[src/rtl/onehot_seq_if.sv]
// Bus bundle for onehot_seq: advance/hold controls in, one-hot state and status pulses out.
// With ONEHOT_SEQ_STR_EN defined the bundle also carries the 64-bit ASCII state name str.
interface onehot_seq_if #(
  parameter int unsigned N       = 3,
  parameter int unsigned DWELL_W = 8,
  parameter int unsigned IW      = (N > 1) ? $clog2(N) : 1
);
  logic [N-1:0]       adv;
  logic               hold;
  logic [N-1:0]       st;
  logic [IW-1:0]      state_idx;
  logic [DWELL_W-1:0] dwell;
  logic               entered;
  logic               timeout;
  logic               err;
`ifdef ONEHOT_SEQ_STR_EN
  logic [63:0]        str;

  modport master (output adv, hold,
                  input  st, state_idx, dwell, entered, timeout, err, str);
  modport slave  (input  adv, hold,
                  output st, state_idx, dwell, entered, timeout, err, str);
`else
  modport master (output adv, hold,
                  input  st, state_idx, dwell, entered, timeout, err);
  modport slave  (input  adv, hold,
                  output st, state_idx, dwell, entered, timeout, err);
`endif
endinterface

[src/rtl/onehot_seq.sv]
// Parametrised one-hot ring sequencer with minimum dwell, optional timeout and illegal-state recovery.
// Define ONEHOT_SEQ_STR_EN to add the registered ASCII state name output str.
module onehot_seq #(
  parameter int unsigned N         = 3,
  parameter int unsigned DWELL_W   = 8,
  parameter int unsigned MIN_DWELL = 0,
  parameter int unsigned TIMEOUT   = 0,
  parameter int unsigned IW        = (N > 1) ? $clog2(N) : 1
) (
  input  logic        clock,
  input  logic        reset,
  onehot_seq_if.slave bus
);

  logic [N-1:0]       st_q, st_d;
  logic [DWELL_W-1:0] dwell_q, dwell_d;
  logic               entered_q, entered_d;
  logic               timeout_q, timeout_d;
  logic               err_q, err_d;
  logic               legal;
  logic [IW-1:0]      cur_idx, nxt_idx;
  logic               adv_hit, dwell_ok, tmo_hit;

  // Decode the registered state; adv is only ever judged against st_q.
  always_comb begin
    cur_idx = '0;
    for (int k = 0; k < N; k++) begin
      if (st_q[k]) cur_idx = IW'(k);
    end
    legal   = ($countones(st_q) == 1);
    adv_hit = |(bus.adv & st_q);
    if (32'(cur_idx) == N - 1) nxt_idx = '0;
    else                       nxt_idx = cur_idx + 1'b1;
  end

  if (MIN_DWELL == 0) begin : g_nomin
    assign dwell_ok = 1'b1;
  end else begin : g_min
    assign dwell_ok = (dwell_q >= DWELL_W'(MIN_DWELL));
  end

  if (TIMEOUT == 0) begin : g_notmo
    assign tmo_hit = 1'b0;
  end else begin : g_tmo
    assign tmo_hit = (dwell_q == DWELL_W'(TIMEOUT - 1));
  end

  // Next-state and pulse generation, in priority order.
  always_comb begin
    st_d      = st_q;
    dwell_d   = dwell_q;
    entered_d = 1'b0;
    timeout_d = 1'b0;
    err_d     = 1'b0;
    if (!legal) begin
      st_d      = N'(1);
      dwell_d   = '0;
      err_d     = 1'b1;
      entered_d = 1'b1;
    end else if (bus.hold) begin
      st_d      = st_q;
    end else if (adv_hit && dwell_ok) begin
      st_d      = N'(1) << nxt_idx;
      dwell_d   = '0;
      entered_d = 1'b1;
    end else if (tmo_hit) begin
      st_d      = N'(1);
      dwell_d   = '0;
      timeout_d = 1'b1;
      entered_d = 1'b1;
    end else if (dwell_q != '1) begin
      dwell_d   = dwell_q + 1'b1;
    end
  end

  always_ff @(posedge clock) begin
    if (reset) begin
      st_q      <= N'(1);
      dwell_q   <= '0;
      entered_q <= 1'b0;
      timeout_q <= 1'b0;
      err_q     <= 1'b0;
    end else begin
      st_q      <= st_d;
      dwell_q   <= dwell_d;
      entered_q <= entered_d;
      timeout_q <= timeout_d;
      err_q     <= err_d;
    end
  end

  assign bus.st        = st_q;
  assign bus.state_idx = legal ? cur_idx : '0;
  assign bus.dwell     = dwell_q;
  assign bus.entered   = entered_q;
  assign bus.timeout   = timeout_q;
  assign bus.err       = err_q;

`ifdef ONEHOT_SEQ_STR_EN
  logic [63:0] str_q, str_d;

  function automatic logic [63:0] state_name(input logic [IW-1:0] idx);
    logic [7:0] v;
    v = 8'(idx);
    return {"STATE_", 8'(8'h30 + v / 8'd10), 8'(8'h30 + v % 8'd10)};
  endfunction

  // The name follows whichever state st_d is about to enter.
  always_comb begin
    str_d = str_q;
    if (!legal)                       str_d = state_name('0);
    else if (bus.hold)                str_d = str_q;
    else if (adv_hit && dwell_ok)     str_d = state_name(nxt_idx);
    else if (tmo_hit)                 str_d = state_name('0);
  end

  always_ff @(posedge clock) begin
    if (reset) str_q <= state_name('0);
    else       str_q <= str_d;
  end

  assign bus.str = str_q;
`endif

endmodule
[src/flat_wrapper.sv]
// flat-port wrapper written by rule: the top's interface ports become plain ports
module onehot_seq_flat 
#(
  parameter int unsigned N         = 3,
  parameter int unsigned DWELL_W   = 8,
  parameter int unsigned MIN_DWELL = 0,
  parameter int unsigned TIMEOUT   = 0,
  parameter int unsigned IW        = (N > 1) ? $clog2(N) : 1
)
  (clock, reset, bus_adv, bus_hold, bus_st, bus_state_idx, bus_dwell, bus_entered, bus_timeout, bus_err);
  onehot_seq_if #(.N(N), .DWELL_W(DWELL_W), .IW(IW)) bus_i ();
  input  logic clock;
  input  logic reset;
  input wire logic [$bits(bus_i.adv)-1:0] bus_adv;
  input wire logic [$bits(bus_i.hold)-1:0] bus_hold;
  output wire logic [$bits(bus_i.st)-1:0] bus_st;
  output wire logic [$bits(bus_i.state_idx)-1:0] bus_state_idx;
  output wire logic [$bits(bus_i.dwell)-1:0] bus_dwell;
  output wire logic [$bits(bus_i.entered)-1:0] bus_entered;
  output wire logic [$bits(bus_i.timeout)-1:0] bus_timeout;
  output wire logic [$bits(bus_i.err)-1:0] bus_err;
  assign bus_i.adv = bus_adv;
  assign bus_i.hold = bus_hold;
  assign bus_st = bus_i.st;
  assign bus_state_idx = bus_i.state_idx;
  assign bus_dwell = bus_i.dwell;
  assign bus_entered = bus_i.entered;
  assign bus_timeout = bus_i.timeout;
  assign bus_err = bus_i.err;
  onehot_seq #(.N(N), .DWELL_W(DWELL_W), .MIN_DWELL(MIN_DWELL), .TIMEOUT(TIMEOUT), .IW(IW)) u_core (.clock(clock), .reset(reset), .bus(bus_i));
endmodule
[config.mk]
export PLATFORM = sky130hd
export DESIGN_NAME = onehot_seq_flat
export DESIGN_NICKNAME = d
export VERILOG_FILES = /design/src/rtl/onehot_seq_if.sv /design/src/rtl/onehot_seq.sv /design/src/flat_wrapper.sv
export SDC_FILE = /design/constraint.sdc
export NUM_CORES = 1
export LEC_CHECK = 0
export ABC_CLOCK_PERIOD_IN_PS = 5300
export CAP_MARGIN = 20
export CORE_UTILIZATION = 45
export DETAILED_ROUTE_END_ITERATION = 10
export PLACE_DENSITY = 0.78
export SYNTH_ARGS = -nofsm -noshare
export SYNTH_HDL_FRONTEND = slang
export SYNTH_SLANG_ARGS = --single-unit
[constraint.sdc]
create_clock -name clock -period 5.3 [get_ports clock]
set_input_delay 0.53 -clock clock [delete_from_list [all_inputs] [get_ports clock]]
set_output_delay 0.53 -clock clock [all_outputs]
set_load 0.01 [all_outputs]
# [Word-level counts from Yosys, hierarchy flattened]
# Index checks and enable logic that the tools add are counted.
[classes] n_reduce_logical=5 addsub=4 n_shift=1 eq_ne=3 bitwise_logic=3 n_mux=10
[ops] operator="$add 32x1->32" n=1
[ops] operator="$eq 32x2->1 const B" n=1
[ops] operator="$mux 8" n=2
[ops] operator="$add 8x1->8 const B" n=1
[ops] operator="$ne 8x8->1 const B" n=1
[ops] operator="$mux 2" n=3
[ops] operator="$mux 1" n=5
[ops] operator="$reduce_and 2->1" n=2
[ops] operator="$and 3x3->3" n=1
[ops] operator="$reduce_or 3->1" n=1
[ops] operator="$shl 1x2->3 const A" n=1
[ops] operator="$add 1x1->2" n=1
[ops] operator="$add 2x1->2 const B" n=1
[ops] operator="$eq 2x2->1 const B" n=1
[ops] operator="$not 1->1" n=2
[ops] operator="$reduce_bool 2->1" n=1
[ops] operator="$reduce_or 2->1" n=1
[word_totals] regBits=13

# [Logic depth before layout (Yosys ltp)]
[logic_depth] ltp_word=5 mapped_depth=7 mapped_depth_nobuf=7

# [Worst setup path after synthesis]
# Ideal clock, no wire load.
[synth_timing] kind="register -> output" from="register u_core.st_q[1], in the netlist u_core.bus.st[1]" to="output bus_state_idx[0]" t_arrival_ns=1.569 t_required_ns=4.770 stages_incl_launch_ff=6 path_slack_ns=3.201 cell_sequence="dfxtp_1 > ha_1 > ha_1 > ha_1 > nor3b_2 > and3_1"
[synth_between] elab_chain_len=4
[synth_lines] item="start: declaration" line_no="onehot_seq.sv:15" source="logic [N-1:0] st_q, st_d;"
[synth_lines] item="start signal: assignment" line_no="onehot_seq.sv:84" source="st_q <= st_d;"
[synth_lines] item="$add 1x1->2 (not written as such)" line_no="onehot_seq.sv:30" source="legal = ($countones(st_q) == 1);"
[synth_lines] item="$add 32x1->32 (not written as such)" line_no="onehot_seq.sv:30"
[synth_lines] item="$eq 32x2->1" line_no="onehot_seq.sv:30"
[synth_lines] item="$mux 2 *" line_no="onehot_seq.sv:93" source="assign bus.state_idx = legal ? cur_idx : '0;"
[synth_lines] item="end: declaration" line_no="flat_wrapper.sv:17" source="output wire logic [$bits(bus_i.state_idx)-1:0] bus_state_idx;"
# Every way passes the cells marked *; elsewhere a longest branch is shown, timed or not.

# [Worst setup path after layout]
# Ends and elaborated chain as after synthesis.

==> reports/results.txt <==
Yosys reg bits: 13
static leakage: 0.337 nW
Most used DFF post-synth: dfxtp_1
# DRC: 0
Num CTS Buffers: 3
Critical Path Sink Type: output port
Routed Wire Length: 1.49 mm
minimum clock period: 2.92 ns
initial antenna violation count: 0
Routed Antenna Nets: 0
Ys Warns: 0
Peak Freq: 0.342 GHz
CP Buf/Inv Count: 1
maximum vdd drop: 0.165 mV
H-Tree Depth: 1
largest net degree at the start of global routing: 13
clock network fraction of total power: 22.9%
fillcell total: 116
HP Class: flop to flop
Final nets: 118
critical-path cell with the highest stage delay: clkdlybuf4s50_1
fraction of registers with async set/reset: 0%
Hold Buf Count CTS: 0
Reg area: 260 um^2
cell count after synthesis: 85
drt pass-1 iters: 4
wire per inst: 12.3 um
Synth Area per Inst: 8.36 um^2
Skew-Pair Late Insertion Delay: 0.27 ns
most frequent cells in the layout: 20 x clkdlybuf4s50_1, 13 x dfxtp_1, 8 x nand2_1
critical path arrival: 2.39 ns
RePlAce Congestion: 0.801
clk_skew: 0.0101 ns
slowest cell delay on critical path: 0.52 ns
Final Cycle Share: 55.1%
Num Clock Sinks: 13
Finished Cell Area: 940 um^2
Area Growth Syn to Fin: 32.2%
number of global-route vias before repair: 539
IO Port Bufs: 20
Final Hold Violating Endpoints: 0
Net Sw Frac: 31.0%
GRT Residual Overflow: 0
Critical Path Fanout Max: 8
I/O pin cnt: 22
Die H: 41.7 um
Longest Clk Path Bufs: 2
DR vias/cell: 5.60
Top Family by Delay on Critical Path: adder cells
first-pass GRT wire length: 2.46 mm
most common cell after layout, fill and taps aside: clkdlybuf4s50_1
core region area: 0.00138 mm^2
CTS root buffer: clkbuf_4
# setup viols final: 0
vias post-DR: 677
Cells after DPL: 117
die area: 0.00174 mm^2
Setup TNS: 0 ns
combinational power share: 32.1%
total global-route track usage: 18.3%
critical path type: flop to output port
Row Count: 13
cts repair resizes: 0
synthesized area: 711 um^2
net switching power: 0.0789 mW
DP Area: 913 um^2
register area share after synthesis: 36.6%
dpl hpwl: 1.08 mm
Core Util, Final: 68.0%
CTS tree: built
worst-path cell chain: ha_1, ha_1, ha_1, nor3b_2, and3_1, clkdlybuf4s50_1
Initial Utilization: 51.4%
Post-synth EDFFs: 0
number of max-cap violations: 0
syn_nets: 96
Diodes inserted: 0
Chip Width: 41.7 um
Slew Limit Fails: 0
pwr/cell area: 271 mW/mm^2
RSZ-0062 raised after global routing: false
Final Instance Count excl. Fillers: 121
cell mode on critical path: ha_1
status: complete, no violations
number of library cell types mapped by synthesis: 35
Hold Slack: 0.521 ns
number of DRC markers in iteration 0: 24
Critical Path RT: 4.77 ns
Worst Setup Start Kind: flop
Int Pwr: 0.175 mW
clock slew at reported path FFs: 0.08 ns
Multi-input gate area: 412 um^2
Seq pwr share: 45.0%
layout cell share with drive strength beyond 1: 4.72%
Post-CTS Setup Inserts: 0
power groups by stage:
stage                     Combinational (mW)  Clock, mW  Sequential (mW)
after floorplan                       0.0446          0            0.120
after global placement                0.0813          0            0.117
after detailed placement              0.0826          0            0.117
after CTS                             0.0829     0.0608            0.114
after global routing                  0.0907     0.0680            0.117
final                                 0.0817     0.0582            0.114
through the flow:
| stage | setup slack [ns] | power [mW] |
|---|---|---|
| after global routing | 2.22 | 0.275 |
| final | 2.38 | 0.254 |
| after global placement | 2.73 | 0.198 |
| after detailed placement | 2.66 | 0.199 |
| after floorplan | 3.20 | 0.165 |
| after CTS | 2.36 | 0.258 |
metal layers:
layer	track usage, %	wire [um]	up-vias
met5	0	0	-
met4	7.74	21	0
met3	4.35	107	4
met2	25.6	644	26
met1	26.5	716	300
li1	-	-	347
worst min-delay path: stages, from the launching register on:
cell	delay, ns
dfxtp_1	0.36
nand2_1	0.07
o21ai_1	0.05
Yosys cell counts (all sizes together), types with 2 or more instances:
cell type | number | area share (%)
a21oi | 6 | 4.2
o21ai | 3 | 2.1
or3 | 2 | 1.8
inv | 4 | 2.1
nand3 | 4 | 2.8
nand2b | 2 | 1.8
ha | 4 | 7.0
buf | 3 | 2.8
nand2 | 8 | 4.2
nor3 | 3 | 2.1
nor3b | 2 | 2.8
a211oi | 2 | 2.1
o211ai | 3 | 3.2
nor2 | 6 | 3.2
a31oi | 3 | 2.6
nor2b | 2 | 1.8
dfxtp | 13 | 37
worst paths after layout:
path / startpoint / to / slack [ns] / cells past startpoint
setup reg to reg: u_core.bus.st[1]$_SDFFE_PP0P_ / u_core.bus.dwell[5]$_SDFFE_PP0P_ / 3.11 / 7
setup / recovery: u_core.bus.st[1]$_SDFFE_PP0P_ / bus_state_idx[0] / 2.38 / 6
hold reg to reg: u_core.bus.dwell[0]$_SDFFE_PP0P_ / u_core.bus.dwell[0]$_SDFFE_PP0P_ / 0.52 / 2
hold / removal: u_core.bus.dwell[0]$_SDFFE_PP0P_ / u_core.bus.dwell[0]$_SDFFE_PP0P_ / 0.52 / 2
cells by family (layout without fill, tap and decap cells):
kind of cell    after synthesis  in the layout  share of synthesized area, %
simple gates                 36             36                          26.9
compound gates               22             22                          20.6
flops                        13             13                          36.6
buf+inv                       8             29                          5.46
fa+ha+maj                     5              5                          9.86
other cells                   1              1                         0.528
registers in the layout (all words and copies together), names as in the netlist:
signal and cells:
u_core.bus.dwell 8, u_core.bus.st 3, u_core.bus.entered 1, u_core.bus.err 1
final cells by class:
| type | instances | share of cell area [%] |
|---|---|---|
| clock buffer | 4 | 2.80 |
| inverter | 4 | 1.60 |
| multi-input combinational | 64 | 43.8 |
| sequential | 13 | 27.7 |
| tap | 15 | 2.00 |
| timing repair buffer | 21 | 22.1 |
No activity file was read; power rests on OpenSTA's default activity.
